==> src/rtl/seq_det_ctrl.sv <==
// Session controller for the serial pattern detector: programmable pattern,
// overlapping match counting, and session end on target count, timeout or abort.
module seq_det_ctrl #(
  parameter int MAXLEN = 8,
  parameter int CNT_W  = 8,
  parameter int TMO_W  = 16
) (
  input  logic                    clock,
  input  logic                    reset,
  input  logic                    cfg_we,
  input  logic [MAXLEN-1:0]       cfg_pattern,
  input  logic [$clog2(MAXLEN):0] cfg_len,
  input  logic [CNT_W-1:0]        cfg_target,
  input  logic [TMO_W-1:0]        cfg_timeout,
  input  logic                    start,
  input  logic                    abort,
  input  logic                    seq_in,
  input  logic                    seq_valid,
  output logic                    busy,
  output logic                    det_o,
  output logic [CNT_W-1:0]        match_cnt,
  output logic                    done,
  output logic                    timed_out,
  output logic [1:0]              state_o
);

  localparam int LEN_W = $clog2(MAXLEN) + 1;

  typedef enum logic [1:0] {
    S_IDLE = 2'd0,
    S_ARM  = 2'd1,
    S_RUN  = 2'd2,
    S_DONE = 2'd3
  } state_e;

  state_e              state_q, state_d;
  logic [MAXLEN-1:0]   sr_q, sr_d;
  logic [LEN_W-1:0]    fill_q, fill_d;
  logic [CNT_W-1:0]    cnt_q, cnt_d;
  logic [TMO_W-1:0]    tmo_q, tmo_d;
  logic                to_q, to_d;
  logic                det_q, det_d;
  logic [MAXLEN-1:0]   pat_q, pat_d;
  logic [LEN_W-1:0]    len_q, len_d;
  logic [CNT_W-1:0]    tgt_q, tgt_d;
  logic [TMO_W-1:0]    tmo_cfg_q, tmo_cfg_d;

  logic [MAXLEN-1:0]   sr_shift_s;
  logic [MAXLEN-1:0]   mask_s;
  logic [LEN_W-1:0]    fill_inc_s;
  logic [CNT_W-1:0]    cnt_inc_s;
  logic                match_s;
  logic                tmo_last_s;

  // State and datapath registers with synchronous reset
  always_ff @(posedge clock) begin
    if (reset) begin
      state_q   <= S_IDLE;
      sr_q      <= '0;
      fill_q    <= '0;
      cnt_q     <= '0;
      tmo_q     <= '0;
      to_q      <= 1'b0;
      det_q     <= 1'b0;
      pat_q     <= MAXLEN'(4'b1010);
      len_q     <= LEN_W'(4);
      tgt_q     <= '0;
      tmo_cfg_q <= '0;
    end else begin
      state_q   <= state_d;
      sr_q      <= sr_d;
      fill_q    <= fill_d;
      cnt_q     <= cnt_d;
      tmo_q     <= tmo_d;
      to_q      <= to_d;
      det_q     <= det_d;
      pat_q     <= pat_d;
      len_q     <= len_d;
      tgt_q     <= tgt_d;
      tmo_cfg_q <= tmo_cfg_d;
    end
  end

  // Next-state, match detection and session bookkeeping
  always_comb begin
    state_d   = state_q;
    sr_d      = sr_q;
    fill_d    = fill_q;
    cnt_d     = cnt_q;
    tmo_d     = tmo_q;
    to_d      = to_q;
    det_d     = 1'b0;
    pat_d     = pat_q;
    len_d     = len_q;
    tgt_d     = tgt_q;
    tmo_cfg_d = tmo_cfg_q;

    sr_shift_s = {sr_q[MAXLEN-2:0], seq_in};
    fill_inc_s = (fill_q == LEN_W'(MAXLEN)) ? fill_q : fill_q + LEN_W'(1);
    cnt_inc_s  = (cnt_q == {CNT_W{1'b1}}) ? cnt_q : cnt_q + CNT_W'(1);
    for (int i = 0; i < MAXLEN; i++) begin
      mask_s[i] = (LEN_W'(i) < len_q);
    end
    // The freshly shifted value is compared, so a match fires on the edge that samples its last bit
    match_s    = seq_valid && (fill_inc_s >= len_q) &&
                 ((sr_shift_s & mask_s) == (pat_q & mask_s));
    tmo_last_s = (tmo_cfg_q != '0) && (tmo_q == tmo_cfg_q - TMO_W'(1));

    if (cfg_we && ((state_q == S_IDLE) || (state_q == S_DONE))) begin
      pat_d     = cfg_pattern;
      tgt_d     = cfg_target;
      tmo_cfg_d = cfg_timeout;
      if (cfg_len == '0) begin
        len_d = LEN_W'(1);
      end else if (cfg_len > LEN_W'(MAXLEN)) begin
        len_d = LEN_W'(MAXLEN);
      end else begin
        len_d = cfg_len;
      end
    end else begin
      len_d = len_q;
    end

    case (state_q)
      S_IDLE, S_DONE: begin
        if (abort) begin
          state_d = S_IDLE;
        end else if (start) begin
          state_d = S_ARM;
        end else begin
          state_d = state_q;
        end
      end
      S_ARM: begin
        state_d = abort ? S_IDLE : S_RUN;
      end
      S_RUN: begin
        if (abort) begin
          state_d = S_IDLE;
        end else begin
          tmo_d = tmo_q + TMO_W'(1);
          if (seq_valid) begin
            sr_d   = sr_shift_s;
            fill_d = fill_inc_s;
          end else begin
            sr_d   = sr_q;
            fill_d = fill_q;
          end
          if (match_s) begin
            det_d = 1'b1;
            cnt_d = cnt_inc_s;
          end else begin
            det_d = 1'b0;
            cnt_d = cnt_q;
          end
          // A terminating match beats a coincident timeout
          if (match_s && (tgt_q != '0) && (cnt_inc_s == tgt_q)) begin
            state_d = S_DONE;
            to_d    = 1'b0;
          end else if (tmo_last_s) begin
            state_d = S_DONE;
            to_d    = 1'b1;
          end else begin
            state_d = S_RUN;
          end
        end
      end
      default: begin
        state_d = S_IDLE;
      end
    endcase

    // Session state is cleared on the edge that enters ARM
    if ((state_d == S_ARM) && (state_q != S_ARM)) begin
      sr_d   = '0;
      fill_d = '0;
      cnt_d  = '0;
      tmo_d  = '0;
      to_d   = 1'b0;
    end else begin
      to_d = to_d;
    end
  end

  assign busy      = (state_q == S_ARM) || (state_q == S_RUN);
  assign done      = (state_q == S_DONE);
  assign state_o   = state_q;
  assign det_o     = det_q;
  assign match_cnt = cnt_q;
  assign timed_out = to_q;

endmodule

==> config.mk <==
export PLATFORM = sky130hd
export DESIGN_NAME = seq_det_ctrl
export DESIGN_NICKNAME = d
export VERILOG_FILES = /design/src/rtl/seq_det_ctrl.sv
export SDC_FILE = /design/constraint.sdc
export NUM_CORES = 1
export LEC_CHECK = 0
export ABC_AREA = 1
export CORE_ASPECT_RATIO = 2
export CORE_MARGIN = 8
export CORE_UTILIZATION = 56
export CTS_BUF_LIST = sky130_fd_sc_hd__clkbuf_8
export CTS_CLUSTER_DIAMETER = 60
export DETAILED_ROUTE_END_ITERATION = 7
export GPL_ROUTABILITY_DRIVEN = 0
export HOLD_SLACK_MARGIN = 0.06
export PLACE_DENSITY_LB_ADDON = 0.2
export SLEW_MARGIN = 30
export SYNTH_ARGS = -nofsm -noshare
export SYNTH_HDL_FRONTEND = slang
export SYNTH_SLANG_ARGS = --single-unit
==> constraint.sdc <==
create_clock -name clock -period 5.05 [get_ports clock]
set_clock_uncertainty 0.2 [all_clocks]
set_input_delay 0.7575 -clock clock [delete_from_list [all_inputs] [get_ports clock]]
set_output_delay 0.7575 -clock clock [all_outputs]
set_load 0.03 [all_outputs]
==> results of run 1 <==
==> metrics by stage <==
step	std cells	utilization [%]
after global routing	775	67.5
after global placement	760	64.8
after CTS	775	67.5
after floorplan	624	-
final	775	67.5
after detailed placement	760	64.8
==> cell families after synthesis <==
logic type,count (synthesis)
AND/OR/NAND/NOR,321
buffers and inverters,91
AO/OA/AOI/OAI,90
flip-flops,75
XOR/XNOR,34
adder cells (fa/ha/maj),12
multiplexers,1
==> per-layer routing <==
metal,global-route usage (%),part of all wire [%]
met1,21.7,44
met2,31.5,49
met3,4.55,5.1
met4,7.72,2.2
met5,0,0
==> worst register-to-register path: cells and delay by family (launching register included) <==
family	cells	cell delay, ns
AND/OR/NAND/NOR	13	1.55
adder cells (fa/ha/maj)	2	0.38
XOR/XNOR	1	0.16
buffers and inverters	1	0.06
flip-flops	1	0.41
AO/OA/AOI/OAI	1	0.09
==> sequential cells by signal (all words and copies together), names as in the netlist <==
| name | cells |
|---|---|
| tmo_cfg_q | 16 |
| tmo_q | 16 |
| sr_q | 7 |
| state_o | 2 |
| fill_q | 4 |
| len_q | 4 |
| det_o | 1 |
| match_cnt | 8 |
| pat_q | 8 |
| timed_out | 1 |
| tgt_q | 8 |
==> final cells by class <==
cell class,instances,area [µm²],share of cell area [%]
multi-input cells,458,2340,46.7
repair buffers,57,568,11.3
flip-flops and latches,75,1500,29.9
well taps,94,118,2.34
inverters,76,285,5.69
clock buffers,11,151,3.02
clock inverters,4,50.0,0.998
==> power by group <==
part,total [mW],leakage (nW),switching [mW],internal [mW]
Combinational,0.197,1.51,0.111,0.0853
Clock,0.470,0.0974,0.219,0.252
Sequential,0.635,0.613,0.0208,0.614
==> cell usage after synthesis <==
cell	instances	share of area [%]
o21bai_1	2	0.36
ha_1	12	3.6
nand2_2	2	0.30
nor2_1	107	9.5
mux2i_1	1	0.24
nor2_4	3	0.80
xnor3_1	1	0.54
xnor2_1	6	1.2
nand3_1	36	4.3
nand2_1	138	12
nand3_4	1	0.42
xor2_1	27	5.6
o211ai_1	2	0.36
a32oi_1	1	0.21
dfxtp_1	75	36
o21ai_0	59	7.0
a21oi_1	24	2.9
buf_2	1	0.12
nor3_1	6	0.71
nand4_1	8	1.2
inv_2	1	0.089
nand3b_1	6	1.1
nand3_2	2	0.48
a211oi_1	1	0.18
or2_2	1	0.15
buf_6	3	0.80
nor4_2	1	0.30
nand2_4	2	0.54
and3_1	1	0.15
inv_1	74	6.6
clkbuf_1	11	0.98
o21ai_2	1	0.21
nor2_2	7	1.0
clkinv_1	1	0.089
==> worst max-delay path by stage <==
stage	from	end
finish	abort	sr_q[0]
floorplan	match_cnt[1]	tmo_q[5]
CTS	abort	tmo_q[7]
global placement	abort	match_cnt[3]
global route	abort	tmo_q[7]
detailed placement	abort	tmo_q[7]
==> metrics.txt, run 1 <==
outcome=finished clean; Slew Limit Fails=0; Worst Hold Launch=pat_q[5]; delay of the slowest cell on the worst path=about 0.47 ns; Tot Pwr=about 1.3 mW; Starting Density=56.6%; Stages on worst setup path=15; RSZ-0062 raised after global routing=false; initial antenna violation count=0; CTS max path bufs=2; sequential area share after synthesis=roughly 36%; WHS=0.291 ns; hold buffer count at CTS=0; Worst R2R Start=fill_q[0]; post-layout min period=3.13 ns; Core Area=approximately 7400 µm²; remaining antenna violation count=0; Pleak=2.22 nW; vias per cell=roughly 5.1; pre-CTS WS=between 1.5 and 2 ns; multiplexer area fraction after synthesis=less than 1%; Synth Area in Compound Gates=between 10% and 20%; most common cell after layout, fill and taps aside=nand2_1; TritonRoute pass-1 iters=4; first-pass GRT wire length=about 17 mm; R2R Path End=sr_q[0]; CP max stage cell=clkdlybuf4s50_1; number of synthesized register bits=75; Die Area=~11000 µm²; Synthesized Nets=about 680; Endpoint, Worst Hold=pat_q[5]; Synth Area in XOR/XNOR=between 7 and 8%; Worst EP required=a little over 5 ns; CTS H-tree lvls=3; maxcap violations=0; via count=3962; Initial DRC Count=approximately 190; Die X=between 70 and 80 µm; # rows=45; DR WL/cell=around 12 µm; worst min path class=reg -> reg; GRT Util Overall=around a fifth; crit path cell chain=clkdlybuf4s50_1 > nor2_4 > nand2_4 > nor2_1 > nand2_1 > nor2_1 > nand3_2 > nor3_1 > nand4_1 > nand2_1 > nand2_1 > nand2_1 > nand2_2 > nand2_4 > nor2_1; setup TNS=0 ns; Crit path arrival time=3.15 ns; peak supply drop=around 190 µV; final hold viol count=0; post-layout instance area=5020 µm²; layout cell share with drive strength beyond 1=5.43%; synth warn=0; CTS Root Cell=clkbuf_8; HPWL after DPL=7.43 mm; Worst Setup End Kind=flop; post-CTS sizing=0; most frequent cells in the layout=nand2_1, nor2_1, dfxtp_1, inv_1, o21ai_0; crit-path max FO=36; Placed Area=roughly 4800 µm²; Total Routed Length=9.66 mm; n_diodes=0; via count of the first global-routing pass=between 3000 and 4000; Power Dens Cells=roughly 260 nW/µm²; Reg clk slew, reported paths=~0.080 ns; Post-Syn Area=4210 µm²; gr ovfl total=0; largest net degree at the start of global routing=37; Worst Setup Slack, final=roughly 1.9 ns; Top delay family on crit path=simple AND/OR/NAND/NOR gates; io pins=57; worst hold stages=2; post-CTS setup buffers=0; number of remaining DRC errors=0; Crit Path Class=in -> reg; IO Port Bufs=56; Worst setup SP type=input pin; Mapped Cells=about 620; Area growth syn-to-layout=19.2%; clock network latency to the later pin of the worst-skew pair=about 0.35 ns; TritonCTS Buffers=9; nets@finish=732; relative slew slack=between 40% and 50%; largest family of logic cells by synthesized area=simple AND/OR/NAND/NOR gates; most frequent cell on the critical path=nand2_1; Adder-Cell Fraction of Synth Area=3.57%; Mapped Avg Cell Area=slightly below 7 µm²; Clock Sinks=75; flop-to-flop setup slack=about 2.1 ns; Synth Area in Simple Gates=between 30% and 40%; Fmax=319 MHz; # setup viols final=0; clock tree from TritonCTS=built; Final period util=roughly 62%; Fillers=687; WP buf/inv=1; Yosys cell types=34; pin slew with the least headroom to its limit=about 0.90 ns; cells on worst reg2reg path=18; Die Span Y=139 µm
(Power assumes the default switching activity.)
==> run 2, diff against run 1 <==
==> constraint.sdc (replaced) <==
create_clock -name clock -period 2.97 [get_ports clock]
set_clock_uncertainty 0.2 [all_clocks]
set_input_delay 0.4455 -clock clock [delete_from_list [all_inputs] [get_ports clock]]
set_output_delay 0.4455 -clock clock [all_outputs]
set_load 0.03 [all_outputs]
==> metrics.txt, run 2 (synthesized netlist as in run 1, its figures left out) <==
worst min path class=reg -> reg; Slew Limit Fails=0 (unchanged); top flop regs=tmo_cfg_q: 16 flops, tmo_q: 16 flops; Fmax=approximately 370 MHz; crit path cell chain=ha_1 > nand2_1 > nor2_4 > nand3_4 > nand3b_1 > nand2_1 > nand2_1 > nand2_1 > nor2_1 > nand4_1 > nand2_1 > nand2_1 > nand2_1 > nand2_2 > nand2_4 > buf_6 > nor2_1; relative slew slack=59.8% (+20 points); Crit Path Class=reg -> reg; most common cell after layout, fill and taps aside=nand2_1; layout cell share with drive strength beyond 1=6.39% (+0.95 points); Placed Area=4860 µm² (+1.0%); IO Port Bufs=56 (unchanged); Total Routed Length=10.2 mm (+5.6%); delay of the slowest cell on the worst path=0.44 ns (-0.03 ns); most frequent cell on the critical path=nand2_1; most frequent cells in the layout=nand2_1, nor2_1, inv_1, dfxtp_1, o21ai_0; Crit path arrival time=2.77 ns (-0.38 ns); number of remaining DRC errors=0 (unchanged); Reg clk slew, reported paths=0.08 ns (about the same); Core Area=7430 µm² (unchanged); CP max stage cell=dfxtp_1; Worst setup SP type=flop; final hold viol count=0 (unchanged); vias per cell=5.20 (+1.6%); nets@finish=739 (+0.96%); gr ovfl total=0 (unchanged); Starting Density=56.6% (unchanged); TritonRoute pass-1 iters=5 (+1); Pleak=2.27 nW (+2.5%); DR WL/cell=13.0 µm (+4.6%); post-layout instance area=5090 µm² (+1.4%); n_diodes=0 (unchanged); pin slew with the least headroom to its limit=0.602 ns (-0.297 ns); outcome=finished clean; Power Dens Cells=432 nW/µm² (+66%); remaining antenna violation count=0 (unchanged); post-layout min period=2.71 ns; Worst Setup End Kind=flop; post-CTS setup buffers=0 (unchanged); TritonCTS Buffers=9 (unchanged); post-CTS sizing=0 (unchanged); Final period util=about nine tenths; hold buffer count at CTS=0 (unchanged); CTS H-tree lvls=3 (unchanged); HPWL after DPL=7.50 mm (+0.91%); GRT Util Overall=19.0% (+0.34 points); # rows=45 (unchanged); Die Span Y=139 µm (unchanged); via count=4068 (+2.7%); io pins=57 (unchanged); Die Area=10700 µm² (unchanged); peak supply drop=376 µV (+100%); Initial DRC Count=261 (+40%); RSZ-0062 raised after global routing=false; # setup viols final=0 (unchanged); Worst EP required=3.03 ns (-2.04 ns); crit-path max FO=10 (-72%); first-pass GRT wire length=17.0 mm (+1.6%); maxcap violations=0 (unchanged); CTS max path bufs=2 (unchanged); Die X=77.3 µm (unchanged); initial antenna violation count=0 (unchanged); setup TNS=0 ns (unchanged); Area growth syn-to-layout=20.9%; via count of the first global-routing pass=3933 (+2.5%); clock tree from TritonCTS=built; Clock Sinks=75 (unchanged); CTS Root Cell=clkbuf_8; clock network latency to the later pin of the worst-skew pair=0.37 ns (+0.02 ns); largest net degree at the start of global routing=37 (unchanged)
## run 2: cell count changes in the layout (fill, tap and decap cells not counted)
| cell | previous run | this run |
|---|---|---|
| buf_6 | 0 | 1 |
| inv_1 | 74 | 76 |
| buf_4 | 1 | 5 |
| dfxtp_2 | 0 | 1 |
| dfxtp_1 | 75 | 74 |
| buf_12 | 0 | 1 |
| clkinv_4 | 0 | 1 |
| clkinv_2 | 1 | 3 |
| clkinvlp_4 | 2 | 0 |
| clkbuf_8 | 11 | 9 |
| clkbuf_16 | 0 | 1 |
## run 2: final cells by class
| class | instances | area [µm²] |
|---|---|---|
| Inverter | 76 | 285 |
| Tap cell | 94 | 118 |
| Sequential cell | 75 | 1500 |
| Clock buffer | 9 | 124 |
| Multi-Input combinational cell | 458 | 2340 |
| Clock inverter | 7 | 61.3 |
| Fill cell | 672 | 2340 |
| Timing Repair Buffer | 64 | 654 |
## run 2: per-stage QoR
stage	setup slack, ns	power (mW)	util, %	hold WS [ns]	cells
final	0.260	2.20	68.5	0.275	783
after global routing	0.00942	2.30	68.5	0.299	783
after CTS	0.174	2.20	67.9	0.279	781
after floorplan	0.402	1.32	-	0.244	624
after detailed placement	0.0748	1.44	65.5	0.267	765
after global placement	0.153	1.44	65.5	0.259	765
## run 2: per-layer routing
| layer | GRT usage (%) | vias to the layer above | part of all wire [%] |
|---|---|---|---|
| li1 | - | 2096 | - |
| met5 | 0 | - | 0 |
| met1 | 21.6 | 1847 | 43 |
| met2 | 31.9 | 113 | 50 |
| met3 | 5.97 | 12 | 5.8 |
| met4 | 7.31 | 0 | 1.6 |
## run 2: final timing paths
kind	start	end	slack (ns)	depth (start not counted)
hold reg to reg	pat_q[4]	pat_q[4]	0.28	2
hold / removal	pat_q[4]	pat_q[4]	0.28	2
setup reg to reg	match_cnt[1]	match_cnt[4]	0.26	17
setup / recovery	match_cnt[1]	match_cnt[4]	0.26	17
## run 2: power breakdown
| part | switching (mW) | internal, mW |
|---|---|---|
| Clock | 0.381 | 0.379 |
| Sequential | 0.0366 | 1.04 |
| Combinational | 0.198 | 0.157 |
## run 2: critical path, delay by kind of cell, from the launching register on
kind / cells / cell delay [ns]
buffers and inverters: 1 / 0.19
AND/OR/NAND/NOR: 15 / 1.53
flip-flops: 1 / 0.44
adder cells (fa/ha/maj): 1 / 0.22
==> run 3, diff against run 2 <==
--- a/config.mk
+++ b/config.mk
@@ -6,6 +6,7 @@
 export NUM_CORES = 1
 export LEC_CHECK = 0
 export ABC_AREA = 1
+export ABC_CLOCK_PERIOD_IN_PS = 2970
 export CORE_ASPECT_RATIO = 2
 export CORE_MARGIN = 8
 export CORE_UTILIZATION = 56
==> results of run 3 <==
Final layout, timing and power as in run 2 (identical DEF).
